### src/rtl/rv_pipe_pkg.sv
// Shared definitions for the RV pipeline stage registers: stage FSM state,
// packed inter-stage payload layouts and their widths.
package rv_pipe_pkg;

  typedef enum logic [1:0] {
    EMPTY = 2'd0,
    BUSY  = 2'd1,
    FULL  = 2'd2
  } pipe_state_e;

  localparam int unsigned XLEN   = 32;
  localparam int unsigned REG_AW = 5;

  typedef struct packed {
    logic       reg_write;
    logic       mem_read;
    logic       mem_write;
    logic       mem_to_reg;
    logic       alu_src;
    logic       branch;
    logic       jump;
    logic [3:0] alu_op;
  } ctrl_t;

  typedef struct packed {
    logic [XLEN-1:0]   rd1;
    logic [XLEN-1:0]   rd2;
    logic [XLEN-1:0]   imm;
    logic [XLEN-1:0]   pc_plus4;
    logic [REG_AW-1:0] rs1;
    logic [REG_AW-1:0] rs2;
    logic [REG_AW-1:0] rd;
    logic [2:0]        funct3;
    ctrl_t             ctrl;
  } id_ex_t;

  typedef struct packed {
    logic [XLEN-1:0]   alu_result;
    logic [XLEN-1:0]   store_data;
    logic [XLEN-1:0]   pc_plus4;
    logic [REG_AW-1:0] rd;
    logic [2:0]        funct3;
    ctrl_t             ctrl;
  } ex_mem_t;

  typedef struct packed {
    logic [XLEN-1:0]   wb_data;
    logic [REG_AW-1:0] rd;
    logic              reg_write;
  } mem_wb_t;

  localparam int unsigned ID_EX_W  = $bits(id_ex_t);
  localparam int unsigned EX_MEM_W = $bits(ex_mem_t);
  localparam int unsigned MEM_WB_W = $bits(mem_wb_t);

  function automatic logic [1:0] occ_of(pipe_state_e s);
    case (s)
      BUSY:    return 2'd1;
      FULL:    return 2'd2;
      default: return 2'd0;
    endcase
  endfunction

endpackage

### src/rtl/pipe_stage_reg.sv
// Two-entry skid-buffered pipeline stage register with flush and a
// saturating count of entries discarded by flush.
module pipe_stage_reg
  import rv_pipe_pkg::*;
#(
  parameter int unsigned        DATA_W     = 32,
  parameter logic [DATA_W-1:0]  FLUSH_DATA = '0
) (
  input  logic              clk,
  input  logic              reset,
  input  logic              flush,
  input  logic              in_valid,
  output logic              in_ready,
  input  logic [DATA_W-1:0] in_data,
  output logic              out_valid,
  input  logic              out_ready,
  output logic [DATA_W-1:0] out_data,
  output logic [1:0]        occupancy,
  output logic [7:0]        flush_drops
);

  pipe_state_e       state_q, state_d;
  logic [DATA_W-1:0] main_q, main_d;
  logic [DATA_W-1:0] skid_q, skid_d;
  logic [7:0]        drops_q, drops_d;
  logic              in_fire, out_fire;
  logic [1:0]        drop_add;
  logic [8:0]        drop_sum;

  // Handshake outputs depend on registered state only.
  assign out_valid   = (state_q != EMPTY);
  assign in_ready    = (state_q != FULL);
  assign occupancy   = occ_of(state_q);
  assign out_data    = main_q;
  assign flush_drops = drops_q;

  assign in_fire  = in_valid && in_ready;
  assign out_fire = out_valid && out_ready;

  always_comb begin
    state_d = state_q;
    main_d  = main_q;
    skid_d  = skid_q;
    if (flush) begin
      state_d = EMPTY;
      main_d  = FLUSH_DATA;
      skid_d  = FLUSH_DATA;
    end else begin
      case (state_q)
        EMPTY: begin
          if (in_fire) begin
            state_d = BUSY;
            main_d  = in_data;
          end
        end
        BUSY: begin
          if (in_fire && out_fire) begin
            main_d = in_data;
          end else if (in_fire) begin
            state_d = FULL;
            skid_d  = in_data;
          end else if (out_fire) begin
            state_d = EMPTY;
          end
        end
        FULL: begin
          if (out_fire) begin
            state_d = BUSY;
            main_d  = skid_q;
          end
        end
        default: state_d = EMPTY;
      endcase
    end
  end

  // An entry leaving downstream on the flush edge was delivered, not dropped.
  always_comb begin
    drop_add = occupancy - {1'b0, out_fire};
    drop_sum = {1'b0, drops_q} + {7'd0, drop_add};
    drops_d  = drops_q;
    if (flush) begin
      drops_d = drop_sum[8] ? 8'hFF : drop_sum[7:0];
    end
  end

  always_ff @(posedge clk) begin
    if (reset) begin
      state_q <= EMPTY;
      main_q  <= FLUSH_DATA;
      skid_q  <= FLUSH_DATA;
      drops_q <= '0;
    end else begin
      state_q <= state_d;
      main_q  <= main_d;
      skid_q  <= skid_d;
      drops_q <= drops_d;
    end
  end

endmodule

### config.mk
export PLATFORM = sky130hd
export DESIGN_NAME = pipe_stage_reg
export DESIGN_NICKNAME = d
export VERILOG_FILES = /design/src/rtl/rv_pipe_pkg.sv /design/src/rtl/pipe_stage_reg.sv
export SDC_FILE = /design/constraint.sdc
export NUM_CORES = 1
export LEC_CHECK = 0
export BUFFER_PORTS_ARGS = -buffer_cell sky130_fd_sc_hd__buf_2
export CAP_MARGIN = 20
export CORE_ASPECT_RATIO = 0.9
export CORE_MARGIN = 2
export CORE_UTILIZATION = 40
export CTS_BUF_LIST = sky130_fd_sc_hd__clkbuf_8
export DETAILED_ROUTE_END_ITERATION = 12
export GPL_TIMING_DRIVEN = 0
export SYNTH_ARGS = -nofsm -noshare
export SYNTH_HDL_FRONTEND = slang
export SYNTH_SLANG_ARGS = --single-unit
export TNS_END_PERCENT = 1
### constraint.sdc
create_clock -name clk -period 4.59 [get_ports clk]
set_input_delay 0.6885 -clock clk [delete_from_list [all_inputs] [get_ports clk]]
set_output_delay 0.6885 -clock clk [all_outputs]
set_load 0.01 [all_outputs]
# ---- After elaboration in Yosys (flattened, before gate mapping)
# Cells that the tools add are included.
dict set report totals {
  ff_bits 74
}
dict set report classes {
  n_addsub 2
  eq_ne 8
  muxes 12
  n_bitwise 1
  n_reduce_logical 10
}
# op count
set ops {}
lappend ops {{2-to-1 mux 32 bit} 3}
lappend ops {{one-hot mux 32 bit (3 select lines)} 1}
lappend ops {{2-to-1 mux 2 bit} 5}
lappend ops {{inequality test 2 bit (second input constant)} 5}
lappend ops {{adder 8 x 2 -> 9 bit} 1}
lappend ops {{2-to-1 mux 8 bit} 1}
lappend ops {{AND reduction 4 bit} 2}
lappend ops {{one-hot mux 2 bit (3 select lines)} 1}
lappend ops {{one-hot mux 2 bit (2 select lines)} 1}
lappend ops {{logical AND 1 bit} 3}
lappend ops {{inequality test 3 bit (second input constant)} 1}
lappend ops {{AND reduction 3 bit} 1}
lappend ops {{nonzero test 3 bit} 1}
lappend ops {{== test 2 x 1 -> 1 bit (second input constant)} 1}
lappend ops {{== test 2 bit (second input constant)} 1}
lappend ops {{zero test 2 bit} 1}
lappend ops {{nonzero test 2 bit} 1}
lappend ops {{OR reduction 2 bit} 1}
lappend ops {{subtractor 2 x 1 -> 2 bit} 1}
lappend ops {{inverter 1 bit} 1}

# ---- Logic depth before layout (Yosys ltp)
# Gate-level depths: netlist of the first run.
dict set report depth {
  ltp_word 6
  mapped_depth 10
  mapped_depth_nobuf 9
}

# ---- Least setup slack after synthesis of the first run
# Ideal clock, no wire load.
dict set report synth_timing {
  kind {register to register}
  from {register state_q[0]}
  to {register drops_q[6], in the netlist flush_drops[6]}
  setup_ns 0.064
  arrival_time_ns 2.308
  t_required_ns 4.526
  slack_ns 2.218
  stages_incl_launch_ff 11
  path_buffers 1
  period_less_slack_ns 2.372
  cell_sequence {dfxtp_1 > or2_2 > and2_1 > ha_1 > inv_1 > ha_1 > fa_1 > and3_1 > clkbuf_1 > a41o_1 > nor2_1}
}
dict set report synth_between {
  elab_chain_len 5
}
# item line
set synth_rtl {}
lappend synth_rtl {{start, declared} pipe_stage_reg.sv:22} ;# pipe_state_e state_q, state_d;
lappend synth_rtl {{start signal, assigned} pipe_stage_reg.sv:94} ;# state_q <= state_d;
lappend synth_rtl {{nonzero test 2 bit} pipe_stage_reg.sv:31} ;# assign out_valid = (state_q != EMPTY);
lappend synth_rtl {{net out_valid} pipe_stage_reg.sv:15} ;# output logic out_valid,
lappend synth_rtl {{logical AND 1 bit} pipe_stage_reg.sv:38} ;# assign out_fire = out_valid && out_ready;
lappend synth_rtl {{subtractor 2 x 1 -> 2 bit} pipe_stage_reg.sv:79} ;# drop_add = occupancy - {1'b0, out_fire};
lappend synth_rtl {{adder 8 x 2 -> 9 bit} pipe_stage_reg.sv:80} ;# drop_sum = {1'b0, drops_q} + {7'd0, drop_add};
lappend synth_rtl {{2-to-1 mux 8 bit} pipe_stage_reg.sv:83} ;# drops_d = drop_sum[8] ? 8'hFF : drop_sum[7:0];
lappend synth_rtl {{end signal, assigned} pipe_stage_reg.sv:97} ;# drops_q <= drops_d;
lappend synth_rtl {{end, declared} pipe_stage_reg.sv:25} ;# logic [7:0] drops_q, drops_d;
# The timed path passes the listed nets, and every way through them passes these cells.
# A chain may end at the register's enable or synchronous reset.

# ---- Final worst setup path of the first run
dict set report layout_timing {
  from {register state_q[1]}
  to {register drops_q[6], in the netlist flush_drops[6]}
}
dict set report layout_between {
  elab_chain_len 5
}
# item line
set layout_rtl {}
lappend layout_rtl {{== test 2 bit (tied with other cells)} rv_pipe_pkg.sv:57} ;# case (s)
lappend layout_rtl {{one-hot mux 2 bit (2 select lines) / logical AND 1 bit (equally long branches)} {rv_pipe_pkg.sv:57, pipe_stage_reg.sv:38}}
lappend layout_rtl {{subtractor 2 x 1 -> 2 bit (*)} pipe_stage_reg.sv:79}
lappend layout_rtl {{adder 8 x 2 -> 9 bit (*)} pipe_stage_reg.sv:80}
lappend layout_rtl {{2-to-1 mux 8 bit (*)} pipe_stage_reg.sv:83}
# Mark *: on every way between the ends. The rest lies on a longest branch, timed or not.

==> out/results.txt, run 1 <==
status - complete, no violations
initial antenna violation count - 0
drt wl/cell - 14.8 um
CTS sink cnt - 74
DRT antenna net count - 0
Final period util - 0.550
Synth top cells by count - 74 x dfxtp_1, 70 x nand2_1, 66 x a211oi_1
Post-synth EDFFs - 0
Worst-Margin Slew - 0.533 ns
power density over the cells - 319 mW/mm^2
remaining global-route overflow - 0
ant diodes - 0
max_cap viols - 0
fraction of registers with async set/reset - 0
largest net degree at the start of global routing - 12
Tmin final - 2.53 ns
pre-CTS setup slack - 1.95 ns
die width - 100 um
Post-Synthesis Cells - 360
Avg Inst Size Synth - 9.22 um^2
GP Congestion - 0.739
share of post-route cells with drive strength above 1 - 0.267
clk slew on worst S/H paths - 0.07 ns
Worst Hold Class - flop to flop
dpl hpwl - 5810 um
Slew HR - 0.645
fmax - 0.396 GHz
First-pass DRT Iterations - 4
Unique masters post-synth - 38
Worst EP required - 4.88 ns
endpoints failing setup - 0
DP Cell Count - 538
Die H - 90.4 um
Synth Flop Type - dfxtp_1
Worst Setup End Kind - flop
vias per cell - 5.18
Leak - 0.00181 uW
Vias - 2865
Worst Setup Start Kind - flop
Finished Core Util - 0.497
Setup Buffers After CTS - 0
most frequent cell after synthesis - dfxtp_1
clock skew - 0.00778 ns
WS Path Type - flop to flop
clock latency on the worst-skew pair - 0.35 ns
RSZ-0062 raised after global routing - false
CTS tree - yes
Routed WL - 8200 um
Synth top area share - 0.446
CP arrival - 2.81 ns
number of port buffers - 79
core area - 0.00807 mm^2
register area share after synthesis - 0.446
Synthesized Nets - 401
Slew Limit Fails - 0
Clock Path Buffers - 2
#FFs+latches synth - 74
cts hold-fix bufs - 0
final hold vios - 0
CTS buffer count - 9
fin nets - 491
post-CTS sizing - 0
post-route insts no fill - 553
Mapped Area - 0.00332 mm^2
Synth area leaders - dfxtp_1 45%, a211oi_1 15%, mux2i_1 9.6%
IO Pins - 81
yosys warns - 0
die footprint - 0.00905 mm^2
area leader, netlist - dfxtp_1
Syn-to-layout area delta - 20.8%
worst-path fanout max - 8
drt initial violations - 135
vias in the first global route - 2792
Peak VDD IR - 0.000144 V
Final WS setup - 2.06 ns
setup TNS - 0 ns
first-pass GRT wire length - 13700 um
CTS root buffer - clkbuf_8
All-Layer GR Usage - 0.191
# rows - 31
initial core utilization - 0.412
DRC - 0
H-tree Lvls - 3
[stage by stage]
step                hold slack [ns]  area (um^2)  total power (uW)
floorplan                     0.436         3320               783
global placement              0.441         3840               845
detailed placement            0.447         3840               848
CTS                           0.456         4010              1300
global route                  0.478         4010              1340
finish                        0.454         4010              1280
[cell type report]
cell class	count	area [um^2]
buffer	34	206
clock buffer	11	151
clock inverter	4	18.8
fill	829	4060
inverter	7	31.3
multi-input combinational	245	1600
sequential	74	1480
tap	99	124
timing repair buffer	79	395
[cells in the final DEF (no fill, tap or decap)]
cell	instances
nor2_1	4
nand4bb_1	2
a21o_1	1
or2_2	2
inv_6	1
clkinv_1	1
a221oi_1	1
mux2i_1	32
clkinv_2	3
or3_1	1
and2_1	2
clkbuf_8	11
a211oi_1	66
nand4_1	1
and2b_2	2
a21oi_1	37
and4bb_2	1
or3b_2	1
buf_6	4
dfxtp_1	74
fa_1	1
a21o_4	1
clkbuf_1	15
a31oi_1	2
a21boi_0	1
o21ai_0	1
or4_1	1
xnor2_1	1
a311oi_1	3
nand3_1	1
o31ai_1	1
nand2_1	70
and3b_1	2
and3_1	2
ha_1	3
a41o_1	1
mux2_4	1
buf_2	91
buf_8	3
inv_1	6
[path summary, 6_finish.rpt]
kind | to | depth (start not counted) | slack, ns | start
worst max-delay path | flush_drops[6]$_SDFFE_PP0P_ | 10 | 2.06 | state_q[1]$_SDFFE_PP0P_
worst min-delay path | skid_q[3]$_SDFFE_PP0P_ | 2 | 0.45 | skid_q[3]$_SDFFE_PP0P_
worst max register to register | flush_drops[6]$_SDFFE_PP0P_ | 10 | 2.06 | state_q[1]$_SDFFE_PP0P_
worst min register to register | skid_q[3]$_SDFFE_PP0P_ | 2 | 0.45 | skid_q[3]$_SDFFE_PP0P_
[cells by family after synthesis]
kind of cell | Yosys count | synth area share
AND/OR/NAND/NOR | 92 | 0.126
multiplexers | 33 | 0.101
AO/OA/AOI/OAI | 115 | 0.235
flip-flops | 74 | 0.446
adder cells (fa/ha/maj) | 4 | 0.0173
buffers and inverters | 41 | 0.0716
XOR/XNOR | 1 | 0.00264
[routing by layer]
metal	GRT usage	vias to the layer above	routed length, um
li1	-	1485	-
met1	0.254	1312	3930
met2	0.300	62	3730
met3	0.0697	6	475
met4	0.0342	0	58
met5	0	-	0
[flip-flops by register name, indices dropped and copies added (netlist names)]
signal	cells
flush_drops	8
out_data	32
skid_q	32
state_q	2
[power breakdown]
group          internal, uW  switching (uW)
logic                  68.0            91.1
registers               661            11.6
clock network           218             231
total                   947             334
[worst max-delay path: stages, from the launching register on]
cell      delay, ns
dfxtp_1        0.38
or2_2          0.31
and2_1         0.16
ha_1           0.27
inv_1          0.04
ha_1           0.20
fa_1           0.42
and3_1         0.20
clkbuf_1       0.16
a41o_1         0.25
nor2_1         0.07
Power figures use the tool's default switching activity.
==> run 2: changes to the inputs <==
Settings changed: PLACE_DENSITY set to 0.65.
Clock period 4.59 ns to 2.2 ns, I/O delays scaled along.
==> out/results.txt, run 2 (same netlist as run 1, synthesis figures left out) <==
Worst EP required - 2.49 ns (-2.39 ns)
most common cell after layout, fill and taps aside - buf_2
CTS tree - yes
IO Pins - 81 (unchanged)
setup TNS - 0 ns (unchanged)
first-pass GRT wire length - 13500 um (-1.5%)
final hold vios - 0 (unchanged)
worst-path fanout max - 6 (-2)
met1 Usage GRT - 0.240 (-0.0138)
CTS root buffer - clkbuf_8
CTS buffer count - 9 (unchanged)
fmax - 0.465 GHz (+18%)
most frequent cells in the layout - 91 x buf_2, 72 x dfxtp_1, 70 x nand2_1, 66 x a211oi_1, 35 x a21oi_1
H-tree Lvls - 3 (unchanged)
endpoints failing setup - 0 (unchanged)
die width - 100 um (unchanged)
clk slew on worst S/H paths - 0.08 ns (about the same)
drt wl/cell - 14.9 um (+0.25%)
Slew Limit Fails - 0 (unchanged)
dpl hpwl - 5750 um (-1.0%)
vias in the first global route - 2832 (+1.4%)
Worst Setup End Kind - flop
power density over the cells - 662 mW/mm^2 (+110%)
max_cap viols - 0 (unchanged)
P_int - 2020 uW (+110%)
Sw Share - 0.260 (-0.00108)
total net switching power - 707 uW (+110%)
met3 GRT Util - 0.0588 (-0.0108)
overall power - 2720 uW (+110%)
clock power share - 0.359 (+0.008)
vias per cell - 5.23 (+1.0%)
Routed WL - 8270 um (+0.79%)
met2 usage - 0.312 (+0.0124)
DRT antenna net count - 0 (unchanged)
# fillers - 806 (-2.8%)
Logic pwr share - 0.126 (+0.002)
Worst Hold Class - input port to flop
cts hold-fix bufs - 0 (unchanged)
status - complete, no violations
initial antenna violation count - 0 (unchanged)
RSZ-0062 raised after global routing - true
largest net degree at the start of global routing - 12 (unchanged)
Die H - 90.4 um (unchanged)
WS Path Type - flop to flop
fin nets - 493 (+0.41%)
# rows - 31 (unchanged)
initial core utilization - 0.412 (unchanged)
ant diodes - 0 (unchanged)
die footprint - 0.00905 mm^2 (unchanged)
Worst-Margin Slew - 0.534 ns (+0.000977 ns)
CP arrival - 2.44 ns (-0.37 ns)
clock latency on the worst-skew pair - 0.35 ns (about the same)
Slew HR - 0.644 (-0.000651)
Tmin final - 2.15 ns (-0.376 ns)
drt initial violations - 62 (-54%)
Seq pwr share - 0.515 (-0.010)
core area - 0.00807 mm^2 (unchanged)
grt peak-use layer - met2
remaining global-route overflow - 0 (unchanged)
share of post-route cells with drive strength above 1 - 0.300 (+0.0333)
CTS sink cnt - 74 (unchanged)
number of port buffers - 79 (unchanged)
Leak - 0.00184 uW (+1.8%)
DRC - 0 (unchanged)
Worst Setup Start Kind - flop
Final period util - 0.977 (+0.427)
clock skew - 0.00616 ns (-0.00161 ns)
Syn-to-layout area delta - 24.0%
Clock Path Buffers - 2 (unchanged)
Vias - 2910 (+1.6%)
All-Layer GR Usage - 0.188 (-0.00297)
GP Congestion - 0.799 (+8.1%)
First-pass DRT Iterations - 5 (+1)
Peak VDD IR - 0.000294 V (+100%)
==> run 2: changes by cell type in the layout (fill, tap and decap cells not counted), sizes merged <==
cell / before / now
clkinv: 4 / 3
inv: 7 / 8
buf: 98 / 101
==> run 2: path summary, 6_finish.rpt <==
check | start | endpoint | slack [ns] | cells past startpoint
max reg2reg | state_q[1]$_SDFFE_PP0P_ | flush_drops[6]$_SDFFE_PP0P_ | 0.05 | 9
max | state_q[1]$_SDFFE_PP0P_ | flush_drops[6]$_SDFFE_PP0P_ | 0.05 | 9
min reg2reg | skid_q[5]$_SDFFE_PP0P_ | skid_q[5]$_SDFFE_PP0P_ | 0.46 | 2
min | in_data[25] | skid_q[25]$_SDFFE_PP0P_ | 0.22 | 3
==> run 2: per-layer routing <==
metal / wire, um / share of wire / vias up
met4: 61 / 0.0074 / 0
met5: 0 / 0 / -
met1: 3880 / 0.47 / 1354
met3: 352 / 0.043 / 8
li1: - / - / 1484
met2: 3970 / 0.48 / 64
==> run 2: layout make-up <==
class | count | area, um^2 | share of cell area
clock buffers | 12 | 165 | 0.0401
inverters | 7 | 31.3 | 0.00760
multi-input cells | 245 | 1670 | 0.405
clock inverters | 4 | 17.5 | 0.00426
repair buffers | 82 | 418 | 0.102
plain buffers | 33 | 208 | 0.0505
flip-flops and latches | 74 | 1490 | 0.361
well taps | 99 | 124 | 0.0301
==> run 2: stage by stage <==
stage | worst slack (ns) | area (um^2) | cells | util | hold slack (ns)
6_report | 0.0511 | 4120 | 556 | 0.510 | 0.225
3_3_place_gp | -0.0855 | 3850 | 538 | 0.478 | 0.441
3_5_place_dp | -0.136 | 3850 | 538 | 0.478 | 0.446
2_1_floorplan | -0.0128 | 3330 | 360 | - | 0.393
4_1_cts | -0.0257 | 4040 | 553 | 0.501 | 0.210
5_1_grt | -0.0312 | 4120 | 556 | 0.510 | 0.208
==> run 2: timing repair <==
item                                    CTS  global route
resized for setup                         3            11
pin swaps                                 3             5
buffers inserted                          0             3
endpoints found under the setup margin    7             7
==> run 2: power groups by stage <==
stage	clock (uW)	sequential, uW	combinational (uW)
2_1_floorplan	0	1450	188
3_3_place_gp	0	1430	330
3_5_place_dp	0	1430	336
4_1_cts	1010	1400	338
5_1_grt	1070	1410	380
6_report	978	1400	343
==> run 2: worst max-delay path, stage by stage, from the launching register on <==
cell,delay (ns)
dfxtp_4,0.36
or2_4,0.25
and2_4,0.16
ha_4,0.25
inv_2,0.04
ha_4,0.16
fa_2,0.36
and3_4,0.19
a41o_1,0.23
nor2_1,0.08
==> run 3: changes to the inputs <==
--- a/config.mk
+++ b/config.mk
@@ -11,3 +11,3 @@
 export CORE_MARGIN = 2
-export CORE_UTILIZATION = 40
+export CORE_UTILIZATION = 37
 export CTS_BUF_LIST = sky130_fd_sc_hd__clkbuf_8
@@ -15,3 +15,2 @@
 export GPL_TIMING_DRIVEN = 0
-export PLACE_DENSITY = 0.65
 export SYNTH_ARGS = -nofsm -noshare
==> constraint.sdc (replaced) <==
create_clock -name clk -period 2.2 [get_ports clk]
set_input_delay 0.44 -clock clk [delete_from_list [all_inputs] [get_ports clk]]
set_output_delay 0.44 -clock clk [all_outputs]
set_load 0.01 [all_outputs]
==> out/results.txt, run 3 (same netlist as run 1, synthesis figures left out) <==
status - complete, no violations
hold slack - 0.341 ns (+0.116 ns)
cts hold-fix bufs - 0 (unchanged)
initial antenna violation count - 0 (unchanged)
die width - 104 um (+3.8%)
CTS tree - yes
largest net degree at the start of global routing - 12 (unchanged)
final instance area - 0.00417 mm^2 (+1.3%)
Tmin final - 2.16 ns (+0.00750 ns)
met2 usage - 0.291 (-0.0214)
endpoints failing setup - 0 (unchanged)
grt peak-use layer - met2
Routed WL - 8470 um (+2.4%)
Worst EP required - 2.48 ns (about the same)
IO Pins - 81 (unchanged)
number of port buffers - 79 (unchanged)
clk slew on worst S/H paths - 0.08 ns (about the same)
worst-path fanout max - 10 (+4)
core area - 0.00865 mm^2 (+7.2%)
First-pass DRT Iterations - 4 (-1)
setup TNS - 0 ns (unchanged)
Die H - 93.9 um (+3.8%)
Peak VDD IR - 0.000305 V (+3.6%)
Final WS setup - 0.0436 ns (-0.00750 ns)
WS Path Type - flop to flop
clock latency on the worst-skew pair - 0.34 ns (about the same)
# fillers - 911 (+13%)
DRC - 0 (unchanged)
final hold vios - 0 (unchanged)
R2R depth - 9 (unchanged)
vias in the first global route - 2859 (+0.95%)
Worst-Margin Slew - 0.536 ns (+0.00213 ns)
# rows - 32 (+3.2%)
GP Congestion - 0.808 (+1.1%)
Hold Path Depth - 3 (unchanged)
CP arrival - 2.43 ns (about the same)
remaining global-route overflow - 0 (unchanged)
Clock Path Buffers - 2 (unchanged)
Worst Hold Class - input port to flop
drt initial violations - 103 (+66%)
CTS buffer count - 9 (unchanged)
vias per cell - 5.13 (-2.0%)
most common cell after layout, fill and taps aside - buf_2
most frequent cells in the layout - 91 x buf_2, 72 x dfxtp_1, 70 x nand2_1, 66 x a211oi_1, 34 x a21oi_1
Worst Setup End Kind - flop
clock skew - 0.00843 ns (+0.00227 ns)
RSZ-0062 raised after global routing - true
CTS root buffer - clkbuf_8
All-Layer GR Usage - 0.181 (-0.00633)
share of post-route cells with drive strength above 1 - 0.301 (+0.000872)
die footprint - 0.00975 mm^2 (+7.8%)
first-pass GRT wire length - 14000 um (+3.7%)
Final period util - 0.980 (+0.00341)
power density over the cells - 666 mW/mm^2 (+0.58%)
Slew HR - 0.643 (-0.00142)
overall power - 2770 uW (+1.9%)
Vias - 2966 (+1.9%)
drt wl/cell - 14.6 um (-1.5%)
max_cap viols - 0 (unchanged)
initial core utilization - 0.384 (-0.0276)
fin nets - 496 (+0.61%)
CTS sink cnt - 74 (unchanged)
dpl hpwl - 5940 um (+3.4%)
fmax - 0.464 GHz (-0.35%)
Worst Setup Start Kind - flop
DP Area - 0.00388 mm^2 (+0.65%)
Syn-to-layout area delta - 25.5%
met3 GRT Util - 0.0589 (+0.000122)
met1 Usage GRT - 0.239 (-0.00156)
pre-CTS setup slack - -0.169 ns (-0.0327 ns)
Leak - 0.00186 uW (+0.95%)
Slew Limit Fails - 0 (unchanged)
DRT antenna net count - 0 (unchanged)
ant diodes - 0 (unchanged)
H-tree Lvls - 3 (unchanged)
[run 3: what timing repair did]
action / in CTS / in global routing
resized for setup: 6 / 8
setup endpoints to repair: 6 / 8
buffers inserted: 1 / 5
pin swaps: 2 / 3
[run 3: power breakdown]
group          internal (uW)  switching (uW)  leakage, uW
Sequential              1380            25.8     0.000603
Clock                    537             487     0.000105
Combinational            151             196      0.00115
[run 3: path summary, 6_finish.rpt]
kind | from | end | slack, ns
worst max-delay path | state_q[1]$_SDFFE_PP0P_ | flush_drops[5]$_SDFFE_PP0P_ | 0.04
worst min-delay path | in_data[8] | skid_q[8]$_SDFFE_PP0P_ | 0.34
worst max register to register | state_q[1]$_SDFFE_PP0P_ | flush_drops[5]$_SDFFE_PP0P_ | 0.04
worst min register to register | skid_q[27]$_SDFFE_PP0P_ | skid_q[27]$_SDFFE_PP0P_ | 0.45
[run 3: final cells by class]
type	count	area, um^2	area share
multi-input cells	245	1670	0.399
flip-flops and latches	74	1490	0.357
clock buffers	10	138	0.0330
plain buffers	33	208	0.0498
repair buffers	85	444	0.107
clock inverters	5	47.5	0.0114
inverters	7	31.3	0.00750
well taps	119	149	0.0357
[run 3: worst max-delay path, stage by stage, from the launching register on]
cell	delay, ns
dfxtp_4	0.35
buf_4	0.13
and2b_2	0.22
inv_6	0.13
buf_12	0.16
xnor2_2	0.08
ha_1	0.34
a21oi_4	0.09
or4_1	0.46
a31oi_1	0.13
[run 3: layer usage]
metal | vias up | share of wire
met5 | - | 0
met4 | 0 | 0.0080
met3 | 6 | 0.053
met2 | 69 | 0.46
met1 | 1396 | 0.48
li1 | 1495 | -
[run 3: stage by stage]
step                       util  cells
after detailed placement  0.448    558
after floorplan               -    360
after global routing      0.482    578
final                     0.482    578
after CTS                 0.475    574
after global placement    0.448    558
